**src/rtl/grover_engine.sv**
```systemverilog
// Grover-search amplitude engine: multi-target phase oracle followed by
// inversion-about-mean, with the mean accumulated one sample per cycle.
//
// state   | meaning
// IDLE    | waiting for start
// INIT    | load equal superposition, clear iteration count
// ORACLE  | negate marked amplitudes, clear accumulator and pointer
// SUM     | accumulate one amplitude per cycle for N cycles
// DIFFUSE | reflect every amplitude about the mean, count the iteration
// DONE    | amplitudes frozen, result available
module grover_engine #(
    parameter int NUM_BIT  = 3,
    parameter int FP_BIT   = 8,
    parameter int INIT_AMP = 22,
    parameter int DEF_ITE  = 2,
    parameter int ITE_W    = 8
) (
    input  logic                               clk,
    input  logic                               rst_n,
    input  logic                               start,
    input  logic                               abort,
    input  logic [(1<<NUM_BIT)-1:0]            target_mask,
    input  logic [ITE_W-1:0]                   ite_cfg,
    output logic                               busy,
    output logic                               done,
    output logic [ITE_W-1:0]                   ite_count,
    input  logic [NUM_BIT-1:0]                 rd_addr,
    output logic [FP_BIT-1:0]                  rd_data,
    output logic [(1<<NUM_BIT)*FP_BIT-1:0]     amp_bus
);
    localparam int N      = 1 << NUM_BIT;
    localparam int ACC_W  = FP_BIT + NUM_BIT;
    localparam int WIDE_W = FP_BIT + 2;
    localparam logic signed [FP_BIT-1:0] AMP_MAX = {1'b0, {(FP_BIT-1){1'b1}}};
    localparam logic signed [FP_BIT-1:0] AMP_MIN = {1'b1, {(FP_BIT-1){1'b0}}};

    typedef enum logic [2:0] {
        S_IDLE, S_INIT, S_ORACLE, S_SUM, S_DIFFUSE, S_DONE
    } state_t;

    state_t state, state_nxt;

    logic signed [FP_BIT-1:0] amp [N];
    logic signed [ACC_W-1:0]  acc;
    logic signed [FP_BIT-1:0] mean;
    logic [NUM_BIT-1:0]       ptr;
    logic [N-1:0]             mask_q;
    logic [ITE_W-1:0]         k_q;
    logic [ITE_W-1:0]         k_eff;
    logic                     start_ok;
    logic                     last_ite;

    function automatic logic signed [FP_BIT-1:0] neg_sat(input logic signed [FP_BIT-1:0] a);
        if (a == AMP_MIN) return AMP_MAX;
        return -a;
    endfunction

    // 2*mean - a needs two extra bits before clamping back to FP_BIT
    function automatic logic signed [FP_BIT-1:0] reflect_sat(
        input logic signed [FP_BIT-1:0] m,
        input logic signed [FP_BIT-1:0] a
    );
        logic signed [WIDE_W-1:0] w;
        w = (WIDE_W'(m) <<< 1) - WIDE_W'(a);
        if (w > WIDE_W'(AMP_MAX)) return AMP_MAX;
        if (w < WIDE_W'(AMP_MIN)) return AMP_MIN;
        return FP_BIT'(w);
    endfunction

    assign k_eff    = (ite_cfg == '0) ? ITE_W'(DEF_ITE) : ite_cfg;
    assign start_ok = start && !abort && (state == S_IDLE || state == S_DONE);
    assign last_ite = (ite_count + ITE_W'(1)) == k_q;
    assign mean     = FP_BIT'(acc >>> NUM_BIT);

    always_ff @(posedge clk or negedge rst_n) begin
        if (!rst_n) begin
            state <= S_IDLE;
        end else begin
            state <= state_nxt;
        end
    end

    always_comb begin
        state_nxt = state;
        if (abort) begin
            state_nxt = S_IDLE;
        end else begin
            case (state)
                S_IDLE, S_DONE: if (start) state_nxt = S_INIT;
                S_INIT:         state_nxt = (k_q == '0) ? S_DONE : S_ORACLE;
                S_ORACLE:       state_nxt = S_SUM;
                S_SUM:          if (ptr == NUM_BIT'(N-1)) state_nxt = S_DIFFUSE;
                S_DIFFUSE:      state_nxt = last_ite ? S_DONE : S_ORACLE;
                default:        state_nxt = S_IDLE;
            endcase
        end
    end

    always_comb begin
        busy    = (state == S_INIT) || (state == S_ORACLE) ||
                  (state == S_SUM)  || (state == S_DIFFUSE);
        done    = (state == S_DONE);
        rd_data = amp[rd_addr];
        amp_bus = '0;
        for (int i = 0; i < N; i++) begin
            amp_bus[i*FP_BIT +: FP_BIT] = amp[i];
        end
    end

    // abort suppresses the pending step so the bank keeps its last values
    always_ff @(posedge clk or negedge rst_n) begin
        if (!rst_n) begin
            for (int i = 0; i < N; i++) amp[i] <= '0;
            acc       <= '0;
            ptr       <= '0;
            ite_count <= '0;
            mask_q    <= '0;
            k_q       <= '0;
        end else begin
            if (start_ok) begin
                mask_q <= target_mask;
                k_q    <= k_eff;
            end
            if (!abort) begin
                case (state)
                    S_INIT: begin
                        for (int i = 0; i < N; i++) amp[i] <= FP_BIT'(INIT_AMP);
                        ite_count <= '0;
                    end
                    S_ORACLE: begin
                        for (int i = 0; i < N; i++) begin
                            if (mask_q[i]) amp[i] <= neg_sat(amp[i]);
                        end
                        acc <= '0;
                        ptr <= '0;
                    end
                    S_SUM: begin
                        acc <= acc + ACC_W'(amp[ptr]);
                        ptr <= ptr + NUM_BIT'(1);
                    end
                    S_DIFFUSE: begin
                        for (int i = 0; i < N; i++) amp[i] <= reflect_sat(mean, amp[i]);
                        ite_count <= ite_count + ITE_W'(1);
                    end
                    default: ;
                endcase
            end
        end
    end
endmodule

```
**config.mk**
```make
export PLATFORM = sky130hd
export DESIGN_NAME = grover_engine
export DESIGN_NICKNAME = d
export VERILOG_FILES = /design/src/rtl/grover_engine.sv
export SDC_FILE = /design/constraint.sdc
export NUM_CORES = 1
export LEC_CHECK = 0
export CAP_MARGIN = 20
export CORE_ASPECT_RATIO = 0.6
export CORE_UTILIZATION = 35
export CTS_CLUSTER_DIAMETER = 30
export CTS_CLUSTER_SIZE = 12
export DETAILED_ROUTE_END_ITERATION = 8
export PLACE_DENSITY = 0.56
export SLEW_MARGIN = 30
export SYNTH_ARGS = -nofsm -noshare
export SYNTH_HDL_FRONTEND = slang
export SYNTH_SLANG_ARGS = --single-unit
export TNS_END_PERCENT = 1
```
**constraint.sdc**
```tcl
create_clock -name clk -period 10.4 [get_ports clk]
set_clock_uncertainty 0.15 [all_clocks]
set_input_delay 1.56 -clock clk [delete_from_list [all_inputs] [get_ports clk]]
set_output_delay 1.56 -clock clk [all_outputs]
set_load 0.01 [all_outputs]
```
After elaboration in Yosys (flattened, before gate mapping). Index checks and enable logic that the tools add are counted.

Add/subtract/negate cells: 19. Magnitude comparators: 18. Equality and inequality tests: 25. Multiplexer cells: 161. Bitwise logic cells: 3. Reductions and logical operators: 25.

Operators with widths (number): 2-to-1 mux 8 bit (61); case mux 64 bit (3 select lines) (1); 2-to-1 mux 1 bit (88); greater-than comparator 10 x 8 -> 1 bit (second input constant) (8); less-than comparator 10 x 8 -> 1 bit (second input constant) (8); subtractor 9 x 8 -> 10 bit (8); equality test 8 bit (second input constant) (8); negation 8 bit (8); binary-select mux 8 bit (select 3 bit) (2); AND reduction 3 bit (8); case mux 11 bit (2 select lines) (1); zero test 8 bit (2); != test 2 bit (second input constant) (8); case mux 8 bit (2 select lines) (1); 2-to-1 mux 3 bit (5); case mux 3 bit (5 select lines) (1); adder 11 x 8 -> 11 bit (1); equality test 3 bit (second input constant) (3); adder 8 x 1 -> 8 bit (second input constant) (1); equality test 8 bit (1); >= comparator 4 bit (second input constant) (2); NOT 3 -> 4 bit (2); equality test 3 x 2 -> 1 bit (second input constant) (2); != test 3 bit (second input constant) (2); 12 further kinds (19).

Register bits: 105. Bits of input ports: 23. Output and inout port bits: 82. Logic and storage cells: 265.

Longest topological paths before layout. Gate-level depths: netlist of the first run.

Word-level depth: 11. Gate-level depth with buffers: 14. Depth with buffers taken out: 12.

Worst setup path after synthesis of the first run. Ideal clock, no wire load.

Path kind: input to output. From: input port rd_addr[0]. To: output port rd_data[5]. Arrival time: 3.023 ns. Required time: 8.690 ns. Slack: 5.667 ns. Stages on the path: 4. Buffers on the path: 2. Path through: clkbuf_1 -> buf_2 -> mux4_2 -> mux2_2.

Word-level cells in the longest chain between the ends: 4.

RTL lines: start, declared (RTL line 27) `input logic [NUM_BIT-1:0] rd_addr,`; NOT 3 -> 4 bit (implied by the code) (RTL line 103) `rd_data = amp[rd_addr];`; binary-select mux 8 bit (select 3 bit) (RTL line 103); 2-to-1 mux 8 bit (implied by the code) (2 in a row) (RTL line 103); end, declared (RTL line 28) `output logic [FP_BIT-1:0] rd_data,`.

No other way between the ends. The select of a mux whose other input is x is not followed.

Final worst setup path of the first run.
From: input port rd_addr[1]. To: output port rd_data[4].

The elaborated chain is that of the path after synthesis.

==> impl_metrics.py, run 1 <==
metrics = {
    "setup_path": {
        "critPathArrivalTime_ns": 3.97,
        "cp-start-kind": "input pin",
        "critical_path_class": "input pin to output port",
        "r2r_setup_slack_ns": 6.22,
        "crit_fanout": 16,
        "r2r_start": "acc[3]",
        "r2r-end": "amp_bus[43]",
        "end_kind": "output port",
        "worstPathRequired_ns": 8.69,
        "reg2reg_depth": 10,
    },
    "clock_network": {
        "cts-root-buf": "clkbuf_16",
        "clk_latency_ns": 0.39,
        "hold_buffers": 0,
        "cts.clk_slew.worst_paths_ns": 0.08,
        "cts_resized": 0,
        "cts_sinks": 105,
        "clockBufferDepth": 2,
        "cts_tree": "yes",
        "cts_made_buffers": 9,
        "htreeDepth": 3,
        "post_cts_buffers": 0,
    },
    "place": {
        "placed_area_sq_mm": 0.0125,
        "post-place-ws_ns": 4.59,
        "gp_congestion": 0.917,
        "port_buffers": 104,
        "dpl.hpwl_um": 29400,
    },
    "sta": {
        "relSlewSlack_pct": 39.1,
        "maxSlewViolCount": 0,
        "rsz0062_at_grt": "false",
        "min_period_ns": 5.68,
        "setup_tns_ns": 0,
        "fin_crit_sh_pct": 54.6,
        "hold_viol_final": 0,
        "worstMarginPinSlew_ns": 0.914,
        "worst_slack_ns": 4.72,
        "fmax_mhz": 176,
        "setup_violations": 0,
    },
    "yosys": {
        "synth_edf_count": 0,
        "synth_cells": 1308,
        "syn_area_sq_mm": 0.0110,
        "syn_avg_cell_area_sq_um": 8.41,
        "ys_ff_latch": 105,
        "synth_cell_types": 82,
        "ys_top_cells_by_area": "dfrtp_1 24%, ha_1 9.7%, mux4_2 6.6%",
        "async_flop_share_pct": 100,
        "synth_top_flop_cell": "dfrtp_1",
        "yosysSeqAreaShare_pct": 23.9,
        "synth.top_cell.area_share_pct": 23.9,
        "synthesis.nets": 1425,
        "yosys.area.top_type": "dfrtp_1",
        "yosys_warnings": 0,
    },
    "final_layout": {
        "fin_util_pct": 42.0,
        "area_growth_pct": 16.1,
        "antennaDiodeCount": 0,
        "nets": 1506,
        "most-common-layout-cells": "107 x o21ai_0, 105 x dfrtp_1, 102 x nor2_1, 102 x clkdlybuf4s50_1, 98 x nand2_1",
        "mostFrequentLayoutCell": "o21ai_0",
        "seqCellArea_sq_mm": 0.00263,
        "fillers": 3039,
        "drive_above_1_share_pct": 9.68,
        "multiInputGateArea_sq_mm": 0.00790,
        "fin_area_sq_mm": 0.0128,
    },
    "detailed_routing": {
        "viasPerCell": 6.06,
        "wl_um": 39300,
        "first_iter_violations": 1404,
        "firstDrtPassIters": 5,
        "drc": 0,
        "drtAntennaViolNets": 0,
        "vias": 10900,
        "routedWlPerCell_um": 21.8,
    },
    "power": {
        "vdd_drop_max_mv": 0.123,
        "powerDensity_mw_per_mm2": 275,
        "p_leak_nw": 5.04,
    },
    "global_routing": {
        "grt.overflow.total": 0,
        "grt_pass1_wl_um": 60300,
        "grt_usage_pct": 24.6,
        "grt_max_degree": 65,
        "grt_pass1_vias": 9991,
        "antenna_found_initial": 0,
    },
    "outcome": {
        "outcome": "finished clean",
    },
    "floorplan": {
        "design.core.area_sq_mm": 0.0304,
        "die_x_um": 231,
        "ios": 105,
        "die_h_um": 139,
        "start_util_pct": 36.2,
        "num_rows": 49,
        "die_area_sq_mm": 0.0322,
    },
    "run": {
        "cap_violations": 0,
    },
    "hold_path": {
        "min-delay-start": "acc[2]",
        "worstHoldPathCells": 2,
        "whs_endpoint": "acc[2]",
        "hold_class": "flop to flop",
    },
}
==> cells by family after synthesis <==
kind of cell | Yosys count | synth area share [%]
muxes | 68 | 10.2
xor gates and xnor gates | 73 | 5.81
and+or+nand+nor | 411 | 18.4
AOI/OAI and AO/OA | 432 | 26.1
buffers and inverters | 125 | 4.37
adders and majority gates | 94 | 11.3
DFF | 105 | 23.9
==> where the power goes <==
group          switching [mW]  internal (mW)  leakage [nW]
logic                    1.18           1.03          3.64
clock network           0.183          0.195         0.149
registers               0.392          0.527          1.25
==> critical path, cell delays in order <==
cell,delay [ns]
clkdlybuf4s50_1,1.05
mux4_2,0.60
mux2_2,0.27
clkdlybuf4s50_1,0.48
==> registers in the layout, summed over array words and instances, names as in the netlist <==
name	flops
k_q	8
mask_q	8
state	3
amp_bus	64
ptr	3
ite_count	8
acc	11
==> cell usage after synthesis (all sizes together) (14+ instances only) <==
library cell,n
a211oi,14
a21oi,102
a22oi,16
a31oi,33
a32oi,15
clkbuf,33
dfrtp,105
ha,85
inv,80
mux2,32
mux4,32
nand2,99
nand2b,29
nand3,41
nor2,104
nor2b,27
nor3,35
o21a,21
o21ai,120
o22ai,16
xnor2,59
xor2,14
==> area by class of cell <==
type	count	share of cell area, %
Clock buffer	10	1.87
Clock inverter	6	0.509
Inverter	80	2.35
Multi-Input combinational cell	1078	61.9
Sequential cell	105	20.6
Tap cell	408	4.00
Timing Repair Buffer	115	8.84
==> metrics by stage <==
step / hold slack (ns) / power [mW] / instances
after detailed placement: 0.337 / 3.08 / 1785
final: 0.353 / 3.51 / 1802
after global placement: 0.325 / 3.06 / 1785
after global routing: 0.393 / 3.77 / 1802
after CTS: 0.356 / 3.48 / 1801
after floorplan: 0.305 / 2.33 / 1308
==> worst max path at each step <==
stage	depth (start not counted)	slack [ns]	from	end
after floorplan	4	5.67	rd_addr[0]	rd_data[5]
after global placement	4	4.61	rd_addr[0]	rd_data[0]
after detailed placement	4	4.59	rd_addr[0]	rd_data[0]
after CTS	4	4.58	rd_addr[0]	rd_data[0]
after global routing	4	4.62	rd_addr[1]	rd_data[5]
final	4	4.72	rd_addr[1]	rd_data[4]
==> metal layers <==
layer	global-route usage (%)	wire length [um]	share of wire (%)	up-vias
li1	-	-	-	5069
met1	37.4	19100	48	5278
met2	33.8	15900	40	504
met3	5.49	3380	8.6	69
met4	7.88	1010	2.6	0
met5	0	0	0	-
Power figures use the tool's default switching activity.
==> run 2, diff against run 1 <==
clock period = 5.64 ns   (was 10.4 ns; I/O delays follow)
==> run 2 against run 1 <==
Die area unchanged. Final cell count about the same. Core utilization fell by 0.20 points. Worst hold slack got worse by 0.023 ns. Via count fell by 0.84%. Clock power up 66%. Flip-flop and latch count unchanged. Setup slack got worse by 3.1 ns. Cell area down 0.47%. Highest routed layer unchanged. Routed wire length up 0.58%. Sequential power rose by 84%. Combinational power increased by 84%.
==> impl_metrics.py, run 2 (same netlist as run 1, synthesis figures left out) <==
metrics = {
    "setup_path": {
        "critical_path_class": "flop to flop",
        "r2r_setup_slack_ns": 1.57,
        "cp-start-kind": "flop",
        "critPathArrivalTime_ns": 4.18,
        "end_kind": "flop",
        "path_delay_family": "multiplexers",
        "crit_buf_inv": 0,
        "reg2reg_depth": 12,
        "worstPathRequired_ns": 5.75,
        "r2r_start": "ptr[0]",
        "cp_slowest_stage_delay_ns": 0.93,
        "crit_fanout": 19,
        "r2r-end": "acc[10]",
        "path_cells": "mux4_2, mux2_2, ha_1, fa_1, a21oi_1, o21a_1, o21ai_0, a31o_2, a21oi_1, xnor2_1, mux2i_1, o21ai_0",
        "slowest_stage": "dfrtp_1",
    },
    "sta": {
        "rsz0062_at_grt": "false",
        "fin_crit_sh_pct": 72.1,
        "setup_violations": 0,
        "min_period_ns": 4.07,
        "relSlewSlack_pct": 40.1,
        "fmax_mhz": 246,
        "hold_slack_ns": 0.330,
        "worst_slack_ns": 1.57,
        "maxSlewViolCount": 0,
        "worstMarginPinSlew_ns": 0.898,
        "hold_viol_final": 0,
        "setup_tns_ns": 0,
    },
    "power": {
        "powerDensity_mw_per_mm2": 503,
        "p_leak_nw": 5.00,
        "power_mw": 6.39,
        "vdd_drop_max_mv": 0.196,
    },
    "place": {
        "placed_area_sq_mm": 0.0125,
        "dpl.hpwl_um": 29500,
        "port_buffers": 104,
        "gp_congestion": 0.924,
        "post-place-ws_ns": 1.23,
        "dp.cells": 1785,
    },
    "clock_network": {
        "cts_made_buffers": 9,
        "cts_resized": 0,
        "clockBufferDepth": 2,
        "cts.clk_slew.worst_paths_ns": 0.08,
        "cts_tree": "yes",
        "htreeDepth": 3,
        "cts_sinks": 105,
        "hold_buffers": 0,
        "cts-root-buf": "clkbuf_16",
        "post_cts_buffers": 0,
        "clk_latency_ns": 0.38,
    },
    "final_layout": {
        "fin_util_pct": 41.8,
        "most-common-layout-cells": "107 x o21ai_0, 105 x dfrtp_1, 102 x nor2_1",
        "nets": 1505,
        "drive_above_1_share_pct": 9.55,
        "seqCellArea_sq_mm": 0.00263,
        "fin_area_sq_mm": 0.0127,
        "multiInputGateArea_sq_mm": 0.00790,
        "largest_reg_flops": 64,
        "layoutNonFillerInstCount": 1801,
        "mostFrequentLayoutCell": "o21ai_0",
        "area_growth_pct": 15.6,
        "antennaDiodeCount": 0,
        "fillers": 3100,
    },
    "global_routing": {
        "use_met2_pct": 34.9,
        "grt.busiest_layer": "met1",
        "grt_max_degree": 67,
        "antenna_found_initial": 0,
        "grt_pass1_vias": 9908,
        "grt_usage_pct": 24.8,
        "grt_pass1_wl_um": 60900,
        "use_met3_pct": 3.65,
        "grt.overflow.total": 0,
        "met1_usage_pct": 39.3,
    },
    "run": {
        "cap_violations": 0,
    },
    "floorplan": {
        "die_h_um": 139,
        "die_x_um": 231,
        "num_rows": 49,
        "die_area_sq_mm": 0.0322,
        "ios": 105,
        "start_util_pct": 36.2,
        "design.core.area_sq_mm": 0.0304,
    },
    "detailed_routing": {
        "drtAntennaViolNets": 0,
        "routedWlPerCell_um": 22.0,
        "first_iter_violations": 1105,
        "viasPerCell": 6.01,
        "wl_um": 39600,
        "vias": 10800,
        "drc": 0,
        "firstDrtPassIters": 6,
    },
    "hold_path": {
        "hold_class": "input pin to async pin",
    },
    "outcome": {
        "outcome": "finished clean",
    },
}
==> run 2: layout make-up <==
type | count | share of cell area, %
well taps | 408 | 4.02
clock buffers | 11 | 1.83
clock inverters | 5 | 0.256
inverters | 80 | 2.36
flip-flops and latches | 105 | 20.7
repair buffers | 114 | 8.71
multi-input cells | 1078 | 62.2
==> run 2: worst max path at each step <==
stage                from    endpoint  slack (ns)  cells past startpoint
2_1_floorplan      ptr[1]      acc[9]        1.88                     13
4_1_cts        rd_addr[0]  rd_data[0]        1.22                      4
6_report           ptr[0]     acc[10]        1.57                     12
5_1_grt            ptr[0]     acc[10]        1.25                     12
3_3_place_gp   rd_addr[0]  rd_data[0]        1.28                      4
3_5_place_dp   rd_addr[0]  rd_data[0]        1.23                      4
==> run 2: layer usage <==
metal / vias to the layer above / routed length [um]
met2: 472 / 16200
li1: 5054 / -
met5: - / 0
met3: 44 / 3220
met4: 0 / 639
met1: 5258 / 19500
==> run 2: power by group <==
group | switching [mW] | total, mW | internal [mW]
Combinational | 2.17 | 4.07 | 1.90
Sequential | 0.722 | 1.69 | 0.972
Clock | 0.327 | 0.626 | 0.299
Total | 3.22 | 6.39 | 3.17
==> run 3, diff against run 2 <==
PLACE_DENSITY = 0.58   (was 0.56)
clock period = 3.25 ns   (was 5.64 ns; I/O delays follow)
==> run 3 against run 2 <==
The run now ends with setup timing left. Fmax increased by 19%. Clock-buffer cell count decreased by 2. Largest power group unchanged. First-iteration DRC count increased by 35%. Largest cell class unchanged.
==> impl_metrics.py, run 3 (same netlist as run 1, synthesis figures left out) <==
metrics = {
    "detailed_routing": {
        "drc": 0,
        "first_iter_violations": 1487,
        "routedWlPerCell_um": 21.8,
        "wl_um": 43200,
        "vias": 11700,
        "viasPerCell": 5.90,
        "firstDrtPassIters": 7,
        "drtAntennaViolNets": 0,
    },
    "sta": {
        "worst_slack_ns": -0.160,
        "rsz0062_at_grt": "true",
        "worstMarginPinSlew_ns": 0.856,
        "hold_slack_ns": 0.0376,
        "setup_violations": 14,
        "fmax_mhz": 293,
        "relSlewSlack_pct": 42.8,
        "maxSlewViolCount": 0,
        "hold_viol_final": 0,
        "min_period_ns": 3.41,
        "fin_crit_sh_pct": 105,
        "setup_tns_ns": -0.689,
    },
    "final_layout": {
        "area_growth_pct": 29.6,
        "antennaDiodeCount": 0,
        "drive_above_1_share_pct": 20.2,
        "seqCellArea_sq_mm": 0.00263,
        "nets": 1680,
        "fillers": 2957,
        "largest_reg_flops": 64,
        "fin_util_pct": 46.9,
        "most-common-layout-cells": "175 x buf_4, 105 x dfrtp_1, 104 x o21ai_0",
        "multiInputGateArea_sq_mm": 0.00797,
        "layoutNonFillerInstCount": 1976,
        "mostFrequentLayoutCell": "buf_4",
        "fin_area_sq_mm": 0.0143,
    },
    "setup_path": {
        "critPathArrivalTime_ns": 3.53,
        "crit_buf_inv": 1,
        "crit_fanout": 7,
        "crit_path_frequent_cell": "a21o_1",
        "r2r_setup_slack_ns": -0.16,
        "end_kind": "flop",
        "path_delay_family": "compound AO/OA/AOI/OAI gates",
        "cp_slowest_stage_delay_ns": 0.53,
        "worstPathRequired_ns": 3.37,
        "critical_path_class": "flop to flop",
        "slowest_stage": "mux4_2",
        "cp-start-kind": "flop",
        "path_cells": "buf_12, mux4_2, mux2_4, ha_4, a21o_1, a21oi_2, o21bai_1, a2111o_1, a31o_2, a21o_1, xnor2_1, o31ai_1",
    },
    "place": {
        "dpl.hpwl_um": 34700,
        "port_buffers": 104,
        "post-place-ws_ns": -0.243,
        "dp.cells": 1953,
        "placed_area_sq_mm": 0.0139,
        "gp_congestion": 0.945,
    },
    "clock_network": {
        "cts.clk_slew.worst_paths_ns": 0.08,
        "cts-root-buf": "clkbuf_16",
        "htreeDepth": 3,
        "clk_latency_ns": 0.36,
        "cts_sinks": 105,
        "cts_tree": "yes",
        "cts_made_buffers": 9,
        "clockBufferDepth": 2,
    },
    "floorplan": {
        "die_area_sq_mm": 0.0322,
        "start_util_pct": 36.2,
        "die_h_um": 139,
        "ios": 105,
        "num_rows": 49,
        "die_x_um": 231,
        "design.core.area_sq_mm": 0.0304,
    },
    "power": {
        "power_mw": 12.8,
        "powerDensity_mw_per_mm2": 898,
        "vdd_drop_max_mv": 0.352,
        "p_leak_nw": 5.92,
    },
    "global_routing": {
        "grt_pass1_vias": 10500,
        "antenna_found_initial": 0,
        "grt.overflow.total": 0,
        "grt_max_degree": 55,
        "grt_usage_pct": 26.5,
        "grt_pass1_wl_um": 64800,
    },
    "hold_path": {
        "hold_class": "input pin to async pin",
    },
    "outcome": {
        "outcome": "finished, violations left",
        "violations": "setup timing",
    },
    "run": {
        "cap_violations": 0,
    },
}
-- run 3: cell types whose count changed in the layout (fill, tap and decap cells not counted), moves of 3 or more --
cell and change:
inv_6 +3, buf_12 +11, o21ai_0 -3, a21oi_1 -3, buf_4 +165
-- run 3: path summary, 6_finish.rpt --
kind | cells after the start | endpoint | from
worst max-delay path | 12 | acc[9] | ptr[0]
worst min-delay path | 1 | amp_bus[21] | rst_n
worst max register to register | 12 | acc[9] | ptr[0]
worst min register to register | 1 | mask_q[3] | mask_q[3]
max in group asynchronous | 2 | ptr[2] | rst_n
min in group clk | 1 | mask_q[3] | mask_q[3]
-- run 3: final cells by class --
cell class                 count  area share (%)
tap                          408            3.58
sequential                   105            18.4
timing repair buffer         289            18.0
inverter                      80            2.11
clock buffer                   9            1.58
clock inverter                 7           0.369
multi-input combinational   1078            55.9
-- run 3: where the power goes --
part | switching (mW) | internal (mW)
Sequential | 0.496 | 1.70
Combinational | 5.12 | 4.40
Clock | 0.562 | 0.529
Total | 6.17 | 6.63
-- run 3: what timing repair did --
action	in CTS	in global routing
resized for setup	1	11
setup buffers	6	1
setup endpoints to repair	5	58
hold buffers	0	0
pin swaps	7	9
-- run 3: routing by layer --
layer | global-route usage (%) | wire length, um | vias to the layer above
met3 | 8.73 | 5470 | 51
met5 | 0 | 0 | -
met1 | 41.1 | 20400 | 5556
met4 | 5.72 | 767 | 0
li1 | - | - | 5394
met2 | 34.4 | 16500 | 653
